### src/rtl/aes192_keyctl.sv
// rtl/aes192_keyctl.sv - AES-192 key-schedule sequencer with round tagging and stall support
module aes192_keyctl #(
   parameter int LAST_ROUND = 12,
   parameter int CW         = 4
) (
   input  logic           clk,
   input  logic           reset,
   input  logic           start,
   input  logic           decrypt,
   input  logic [191:0]   key_in,
   input  logic           hold,
   output logic [191:0]   key_out,
   output logic           exp_reset,
   output logic           exp_done1,
   output logic           exp_done2,
   output logic           exp_predone,
   output logic [CW-1:0]  round,
   output logic           rk_valid,
   output logic           busy,
   output logic           done
);

   typedef enum logic [2:0] {
      IDLE = 3'd0,
      LOAD = 3'd1,
      FWD  = 3'd2,
      REV  = 3'd3,
      FIN  = 3'd4
   } state_t;

   localparam logic [CW-1:0] LAST    = CW'(LAST_ROUND);
   localparam logic [CW-1:0] LAST_M1 = CW'(LAST_ROUND - 1);

   state_t          state;
   state_t          state_nxt;
   logic [CW-1:0]   cnt;
   logic [CW-1:0]   cnt_nxt;
   logic            dir;
   logic            stalled;

   // The round core only stalls the sequencing states; hold elsewhere is meaningless.
   assign stalled = hold && ((state == FWD) || (state == REV));

   // State, round counter, direction and key registers; key/dir captured only on acceptance.
   always_ff @(posedge clk or negedge reset) begin
      if (!reset) begin
         state   <= IDLE;
         cnt     <= '0;
         dir     <= 1'b0;
         key_out <= '0;
      end else begin
         state <= state_nxt;
         cnt   <= cnt_nxt;
         if (state == IDLE && start) begin
            key_out <= key_in;
            dir     <= decrypt;
         end
      end
   end

   // Next-state and counter update; counter saturates at both ends instead of wrapping.
   always_comb begin
      state_nxt = state;
      cnt_nxt   = cnt;
      case (state)
         IDLE: begin
            if (start) begin
               state_nxt = LOAD;
               cnt_nxt   = '0;
            end
         end
         LOAD: state_nxt = FWD;
         FWD: begin
            if (!stalled) begin
               if (!dir) begin
                  if (cnt == LAST) state_nxt = FIN;
                  else             cnt_nxt   = cnt + CW'(1);
               end else begin
                  if (cnt == LAST_M1) begin
                     state_nxt = REV;
                     cnt_nxt   = LAST;
                  end else if (cnt != LAST) begin
                     cnt_nxt = cnt + CW'(1);
                  end
               end
            end
         end
         REV: begin
            if (!stalled) begin
               if (cnt == '0) state_nxt = FIN;
               else           cnt_nxt   = cnt - CW'(1);
            end
         end
         FIN:     state_nxt = IDLE;
         default: state_nxt = IDLE;
      endcase
   end

   // Engine strobes and round tagging, decoded from registered state plus hold only.
   always_comb begin
      exp_reset   = 1'b0;
      exp_done1   = 1'b0;
      exp_done2   = 1'b0;
      exp_predone = 1'b0;
      rk_valid    = 1'b0;
      done        = 1'b0;
      busy        = (state != IDLE);
      round       = cnt;
      case (state)
         IDLE: exp_reset = 1'b1;
         LOAD: exp_reset = 1'b1;
         FWD: begin
            if (stalled) begin
               exp_done2 = 1'b1;
            end else begin
               rk_valid    = !dir;
               exp_predone = dir && (cnt == LAST_M1);
            end
         end
         REV: begin
            exp_done1 = 1'b1;
            if (stalled) exp_done2 = 1'b1;
            else         rk_valid  = 1'b1;
         end
         FIN: begin
            exp_done2 = 1'b1;
            done      = 1'b1;
         end
         default: exp_reset = 1'b1;
      endcase
   end

endmodule

### config.mk
export PLATFORM = sky130hd
export DESIGN_NAME = aes192_keyctl
export DESIGN_NICKNAME = d
export VERILOG_FILES = /design/src/rtl/aes192_keyctl.sv
export SDC_FILE = /design/constraint.sdc
export NUM_CORES = 1
export LEC_CHECK = 0
export ABC_AREA = 1
export CORE_ASPECT_RATIO = 0.7
export CORE_UTILIZATION = 28
export DETAILED_ROUTE_END_ITERATION = 10
export SLEW_MARGIN = 5
export SYNTH_ARGS = -nofsm -noshare
export SYNTH_HDL_FRONTEND = slang
export SYNTH_SLANG_ARGS = --single-unit
### constraint.sdc
create_clock -name clk -period 1.8 [get_ports clk]
set_input_delay 0.18 -clock clk [delete_from_list [all_inputs] [get_ports clk]]
set_output_delay 0.18 -clock clk [all_outputs]
set_load 0.02 [all_outputs]
## After elaboration in Yosys (flattened, before gate mapping)

Index checks and enable logic that the tools add are counted.

| storage, ports and cells | value |
|---|---|
| register bits after elaboration | 200 |
| bits of input ports | 197 |
| output and inout port bits | 203 |
| logic and storage cells | 62 |

| cells by class | value |
|---|---|
| $add $sub $neg | 2 |
| equal/unequal tests | 16 |
| muxes and demuxes | 27 |
| reduce and logical (&&, ||, !) cells | 13 |

Operators by type and width:

| kind | number |
|---|---|
| $mux 4 | 8 |
| $mux 3 | 7 |
| $pmux 3 s4 | 1 |
| $pmux 4 s3 | 1 |
| $eq 4x4->1 const B | 2 |
| $mux 1 | 8 |
| $ne 2x2->1 const B | 4 |
| $reduce_and 7->1 | 1 |
| $eq 3x2->1 const B | 2 |
| $ne 3x2->1 const B | 2 |
| $reduce_and 6->1 | 1 |
| $reduce_bool 3->1 | 2 |
| $add 4x1->4 const B | 1 |
| $logic_not 4->1 | 1 |
| $ne 4x2->1 const B | 1 |
| $ne 4x4->1 const B | 1 |
| $pmux 1 s2 | 2 |
| $sub 4x1->4 const B | 1 |
| $eq 3x1->1 const B | 1 |
| $eq 3x3->1 const B | 1 |
| $logic_and 1x1->1 | 3 |
| $logic_not 3->1 | 1 |
| $ne 3x3->1 const B | 1 |
| $reduce_or 3->1 | 1 |
| 4 further kinds | 4 |

## Depth between registers and ports, before layout

Gate-level depths: netlist (run 1).

| logic depth | value |
|---|---|
| word-level depth | 6 |
| gate-level depth with buffers | 11 |
| depth with buffers taken out | 11 |

## Worst setup path after synthesis (run 1)

OpenSTA, ideal clock, no wires.

| path | value |
|---|---|
| path type | register -> output |
| start | register cnt[1] (netlist: round[1]) |
| end | output port exp_predone |
| arrival time | 1,348 ps |
| required time | 1,620 ps |
| path slack | 272 ps |
| cell stages (with the launch flop) | 4 |
| buffers on the path | 0 |
| cells stage by stage | dfrtp_1 -> ha_1 -> nand3_1 -> nor3_1 |

| on the way | value |
|---|---|
| cells in the longest elaborated chain, start to end | 4 |

RTL lines:

| item | line | text |
|---|---|---|
| from (decl) | 36 | `logic [CW-1:0] cnt;` |
| from (signal assigned) | 53 | `cnt <= cnt_nxt;` |
| $eq 4x4->1 | 117 | `exp_predone = dir && (cnt == LAST_M1);` |
| $logic_and 1x1->1 | 117 |  |
| $mux 1 | 113 | `if (stalled) begin` |
| $mux 1 | 109 | `case (state)` |
| to (decl) | 16 | `output logic exp_predone,` |

Every way passes these cells.

## Worst setup path in the final report (run 1)

| path | value |
|---|---|
| start | register state[2] |
| end | output port exp_done2 |

| on the way | value |
|---|---|
| cells in the longest elaborated chain, start to end | 5 |
| elaborated cells on any way between the ends | 8 |
| classes of those cells | eq/ne: 3; mux: 2; reduce/logical: 3 |

RTL lines:

| item | line | text |
|---|---|---|
| from (decl) | 34 | `state_t state;` |
| from (signal assigned) | 52 | `state <= state_nxt;` |
| $eq 3x2->1 | 42, 109 |  |
| $logic_or 1x1->1 | 42 | `assign stalled = hold && ((state == FWD) \|\| (state == REV));` |
| $logic_and 1x1->1 | 42 |  |
| $mux 1 | 113, 122 |  |
| $pmux 1 s2 * | 109 |  |
| to (decl) | 15 | `output logic exp_done2,` |

Mark *: on every way between the ends. The rest lies on a longest branch, timed or not.

==> results of run 1 <==
-- report_power, final --
part           switching, mW  leakage [nW]  internal (mW)
Combinational           6.56          3.62           8.26
Sequential              1.28          2.36           6.82
Clock                   1.82         0.293           2.15
-- per-layer routing --
metal,part of all wire [%],track usage (%),routed length [um]
met1,44,20.21,10760
met2,45,24.65,10990
met3,8.9,7.206,2144
met4,1.2,4.265,285
met5,0.13,0,31
-- registers in the layout, indices dropped and copies added, names as in the netlist --
signal / cells
key_out: 192
state: 3
round: 4
dir: 1
-- how the worst max path moves through the flow --
stage,slack (ps),depth (start not counted),to
2_1_floorplan,270,3,exp_predone
3_3_place_gp,4,3,exp_predone
3_5_place_dp,60,3,exp_predone
4_1_cts,1,2,round[2]
5_1_grt,5,5,exp_done2
6_report,80,5,exp_done2
-- cells by family after synthesis --
kind of cell	Yosys count	share of synthesized area, %
compound gates	10	0.6279
xor+xnor	2	0.2093
fa+ha+maj	3	0.4485
buf+inv	38	3.453
flops	200	59.80
mux	192	31.89
simple gates	67	3.573
-- area by class of cell --
type                    instances  area, sq um
flip-flops and latches        200         5005
well taps                     378        473.0
clock inverters                12        141.4
multi-input cells             274         3085
clock buffers                  20        456.7
repair buffers                443         4474
fillers                      2619        15460
inverters                      14        52.55
-- what timing repair did --
| action | CTS | global route |
|---|---|---|
| buffers inserted | 1 | 0 |
| gates cloned | 0 | 0 |
| gates resized for setup | 29 | 7 |
| pin swaps | 1 | 1 |
| hold buffers | 1 | 0 |
| endpoints found under the setup margin | 8 | 6 |
| endpoints found under the hold margin | 44 | 0 |
-- critical path, cell delays in order, from the launching register on --
cell and delay [ps]:
dfrtp_1 420, nor2_2 210, buf_4 150, nand2_1 80, nand2_1 70, buf_2 170
-- cells in the final DEF, fill, tap and decap left out, types with 2 or more instances in the layout --
cell               n
clkinv_4           3
inv_1             13
clkdlybuf4s50_1  387
nor2_2             2
ha_1               3
nand2_1           32
clkinv_2           2
o21ai_0            4
clkbuf_8           3
nor2_1            15
clkbuf_16         17
mux2_4           135
bufinv_16          2
buf_2              5
dlygate4sd2_1      2
dlymetal6s2s_1     3
mux2_1            23
nand3_1           11
a21oi_1            4
buf_12            13
dfrtp_1          200
mux2_2            34
buf_4             30
nand4_1            2
inv_6              3
-- per-stage QoR --
| stage | utilization (%) | power, mW | std cells |
|---|---|---|---|
| 3_5_place_dp | 44.88 | 23.09 | 1307 |
| 6_report | 46.96 | 26.89 | 1341 |
| 2_1_floorplan | - | 16.24 | 512 |
| 3_3_place_gp | 44.88 | 22.99 | 1307 |
| 4_1_cts | 46.91 | 27.21 | 1341 |
| 5_1_grt | 46.96 | 28.22 | 1341 |
==> flow_metrics.env, run 1 <==
export IMPL_status="complete, no violations"
export IMPL_place_congestion=0.8195
export IMPL_max_cap_violations=0
export IMPL_netlist_area_sq_um=8369
export IMPL_worstSetupPathType="flop to primary output"
export IMPL_ant_nets=0
export IMPL_crit_arrival_ps=1540
export IMPL_required_ps=1620
export IMPL_cp_startpoint="state[2]$_DFFE_PN0P_"
export IMPL_power_density_nw_per_um2=1964
export IMPL_setup_violations=0
export IMPL_drt_iter0_markers=244
export IMPL_core_area_sq_um=29150
export IMPL_worst_setup_path_end_kind="primary output"
export IMPL_start_kind="flop"
export IMPL_cts_sinks=200
export IMPL_grt_start_max_net_pins=52
export IMPL_via_count=5731
export IMPL_rr_worst_depth=6
export IMPL_dpl_worst_slack_ps=61.09
export IMPL_fin_crit_ps=1722
export IMPL_rsz0062_at_grt="no"
export IMPL_grt_antenna_before_repair=3
export IMPL_ioPinCount=400
export IMPL_ctsHtreeMaxLevel=4
export IMPL_die_w_um=208.6
export IMPL_cp_max_fo=3
export IMPL_port_buffers=399
export IMPL_tightest_slew_ps=469.2
export IMPL_maxSlewViolCount=0
export IMPL_start_util_pct=28.71
export IMPL_post_drt_wl_per_cell_um=18.05
export IMPL_final_area_sq_um=13690
export IMPL_ys_flop_type="dfrtp_1"
export IMPL_clock_latency_ps=440
export IMPL_cts_tree="built"
export IMPL_synth_commonest_cells="200 x dfrtp_1, 135 x mux2_4, 34 x mux2_2"
export IMPL_dp_hpwl_um=18310
export IMPL_timing_fmax_mhz=580.8
export IMPL_antenna_cells=0
export IMPL_clock_path_buffers=2
export IMPL_cts_buffers=17
export IMPL_hp_class="primary input to async pin"
export IMPL_syn_nets=712
export IMPL_dieHeight_um=146.7
export IMPL_ys_seq_elements=200
export IMPL_grt_pass1_vias=6147
export IMPL_die_area_sq_um=30600
export IMPL_fin_setup_tns_ps=0
export IMPL_final_setup_worst_slack_ps=78.28
export IMPL_synth_area_leader_cell="dfrtp_1"
export IMPL_ir_drop_uv=764.8
export IMPL_root_buffer="clkbuf_16"
export IMPL_fin_crit_sh_pct=95.65
export IMPL_clk_pin_slew_ps=80
export IMPL_groute_usage_overall_pct=15.97
export IMPL_place_area_sq_um=13080
export IMPL_drive_gt1_share_pct=26.69
export IMPL_hold_viol=0
export IMPL_async_flop_share_pct=100.0
export IMPL_dr_pass1_iters=4
export IMPL_syn_area_per_cell_sq_um=16.35
export IMPL_synthTopCellsByArea="dfrtp_1 60%, mux2_4 24%, mux2_2 4.6%"
export IMPL_grt_pass1_wl_um=37030
export IMPL_regToRegStartpoint="state[0]$_DFFE_PN0P_"
export IMPL_synth_warnings=0
export IMPL_r2r_end="key_out[169]$_DFFE_PN0P_"
export IMPL_rows=52
export IMPL_yosysTopAreaCellShare_pct=59.80
export IMPL_finalWirelength_um=24210
export IMPL_fin_hold_ws_ps=254.5
export IMPL_via_per_inst=4.274
export IMPL_p_leak_nw=6.271
export IMPL_synthCells=512
export IMPL_yosysMostFrequentCell="dfrtp_1"
export IMPL_slew_headroom_pct=68.72
export IMPL_rrSetupSlack_ps=120
export IMPL_drc_errors=0
export IMPL_synth_edf_count=0
export IMPL_final_nets=1150
export IMPL_ys_seq_area_share_pct=59.80
export IMPL_overflow=0
export IMPL_final_setup_skew_ps=8.109
export IMPL_area_growth_pct=63.55
export IMPL_yosysUniqueCellTypes=24
Power figures use the tool's default switching activity.
==> run 2: changes to the inputs <==
--- a/config.mk
+++ b/config.mk
@@ -6,7 +6,6 @@
 export NUM_CORES = 1
 export LEC_CHECK = 0
 export ABC_AREA = 1
-export CORE_ASPECT_RATIO = 0.7
 export CORE_UTILIZATION = 28
 export DETAILED_ROUTE_END_ITERATION = 10
 export SLEW_MARGIN = 5
==> constraint.sdc (replaced) <==
create_clock -name clk -period 1.8 [get_ports clk]
set_input_delay 0.18 -clock clk [delete_from_list [all_inputs] [get_ports clk]]
set_output_delay 0.18 -clock clk [all_outputs]
set_load 0.05 [all_outputs]
==> flow_metrics.env, run 2 (same netlist as run 1, synthesis figures left out) <==
export IMPL_dp_hpwl_um=17300
export IMPL_final_setup_worst_slack_ps=38.81
export IMPL_drc_errors=0
export IMPL_grt_start_max_net_pins=62
export IMPL_largest_register_ffs=192
export IMPL_ant_nets=0
export IMPL_grt_pass1_wl_um=35240
export IMPL_drive_gt1_share_pct=30.34
export IMPL_finalWirelength_um=23310
export IMPL_regArea_sq_um=5010
export IMPL_finish_utilization_pct=46.92
export IMPL_fill_cells=2670
export IMPL_antenna_cells=0
export IMPL_rsz0062_at_grt="yes"
export IMPL_dr_pass1_iters=4
export IMPL_regMostFlops="key_out"
export IMPL_hp_class="primary input to async pin"
export IMPL_maxSlewViolCount=0
export IMPL_dpl_worst_slack_ps=85.58
export IMPL_p_leak_nw=6.864
export IMPL_setup_violations=0
export IMPL_core_area_sq_um=29090
export IMPL_worstSetupPathType="flop to primary output"
export IMPL_rows=62
export IMPL_power_density_nw_per_um2=2262
export IMPL_clock_latency_ps=430
export IMPL_ctsHtreeMaxLevel=4
export IMPL_via_count=5651
export IMPL_die_area_sq_um=30590
export IMPL_slew_headroom_pct=61.43
export IMPL_via_per_inst=4.208
export IMPL_post_drt_wl_per_cell_um=17.36
export IMPL_worst_setup_path_end_kind="primary output"
export IMPL_crit_arrival_ps=1580
export IMPL_place_congestion=0.7735
export IMPL_dieHeight_um=174.9
export IMPL_start_kind="flop"
export IMPL_grt_pass1_vias=5920
export IMPL_timing_fmax_mhz=567.8
export IMPL_fin_crit_ps=1761
export IMPL_area_growth_pct=63.07
export IMPL_start_util_pct=28.77
export IMPL_drt_iter0_markers=204
export IMPL_groute_usage_overall_pct=15.18
export IMPL_final_nets=1147
export IMPL_cp_max_fo=6
export IMPL_tightest_slew_ps=578.5
export IMPL_root_buffer="clkbuf_16"
export IMPL_cts_buffers=17
export IMPL_port_buffers=399
export IMPL_final_cell_mix="196 x dfrtp_1, 196 x clkdlybuf4s50_1, 135 x mux2_4"
export IMPL_max_cap_violations=0
export IMPL_fin_crit_sh_pct=97.84
export IMPL_cts_tree="built"
export IMPL_hold_viol=0
export IMPL_required_ps=1620
export IMPL_clk_pin_slew_ps=80
export IMPL_ioPinCount=400
export IMPL_fin_hold_ws_ps=295.8
export IMPL_final_setup_skew_ps=7.563
export IMPL_grt_antenna_before_repair=0
export IMPL_cts_sinks=200
export IMPL_ir_drop_uv=1154
export IMPL_overflow=0
export IMPL_multi_input_area_sq_um=3109
export IMPL_die_w_um=174.9
export IMPL_status="complete, no violations"
export IMPL_clock_path_buffers=2
## run 2: worst paths after layout
kind / endpoint / slack (ps) / from / cells after the start
worst max-delay path: exp_predone / 40 / state[2]$_DFFE_PN0P_ / 4
worst min-delay path: key_out[13]$_DFFE_PN0P_ / 300 / reset / 2
worst max register to register: state[1]$_DFFE_PN0P_ / 100 / round[0]$_DFFE_PN0P_ / 12
worst min register to register: key_out[89]$_DFFE_PN0P_ / 490 / key_out[89]$_DFFE_PN0P_ / 1
max in group asynchronous: key_out[92]$_DFFE_PN0P_ / 800 / reset / 3
min in group clk: dir$_DFFE_PN0P_ / 320 / decrypt / 3
## run 2: critical path, stage by stage (launching register included)
cell and delay (ps):
dfrtp_1 460, inv_2 150, nand4_1 180, nor3_4 190, buf_12 160
## run 2: final cells by class
cell class / count / area share, %
Tap cell: 384 / 3.520
Sequential cell: 200 / 36.71
Multi-Input combinational cell: 274 / 22.78
Timing Repair Buffer: 440 / 32.46
Inverter: 14 / 0.3850
Clock buffer: 18 / 3.144
Clock inverter: 13 / 0.9993
## run 2: what timing repair did
item / CTS / global route
buffers inserted: 5 / 2
pin swaps: 2 / 1
endpoints found under the hold margin: 51 / 0
hold buffers: 1 / 0
resized for setup: 129 / 55
gates cloned: 0 / 0
setup endpoints to repair: 126 / 54
## run 2: metrics by stage
| step | cells | setup TNS [ps] | total power [mW] | instance area [sq um] |
|---|---|---|---|---|
| finish | 1343 | 0 | 30.87 | 13650 |
| global route | 1343 | -192.3 | 32.25 | 13650 |
| CTS | 1341 | 0 | 31.26 | 13490 |
| detailed placement | 1304 | 0 | 28.17 | 13020 |
| global placement | 1304 | 0 | 28.09 | 13020 |
| floorplan | 512 | 0 | 21.54 | 8381 |
## run 2: where the power goes
group	internal [mW]	switching, mW	leakage [nW]	total [mW]
logic	7.15	11.8	4.24	18.9
registers	6.82	1.28	2.35	8.10
clock network	1.96	1.87	0.274	3.83
## run 2: per-layer routing
metal  global-route usage [%]  part of all wire, %  vias up
met4                    4.094                 0.98        0
met5                        0                    0        -
met3                    6.005                  9.0       15
met1                    18.03                   41     2763
met2                    25.38                   49      238
li1                         -                    -     2635
==> run 3: changes to the inputs <==
--- a/config.mk
+++ b/config.mk
@@ -8,6 +8,7 @@
 export ABC_AREA = 1
 export CORE_UTILIZATION = 28
 export DETAILED_ROUTE_END_ITERATION = 10
+export HOLD_SLACK_MARGIN = 0.12
 export SLEW_MARGIN = 5
 export SYNTH_ARGS = -nofsm -noshare
 export SYNTH_HDL_FRONTEND = slang
==> results of run 3 <==
No change in the layout: final DEF, timing and power equal those of run 2.
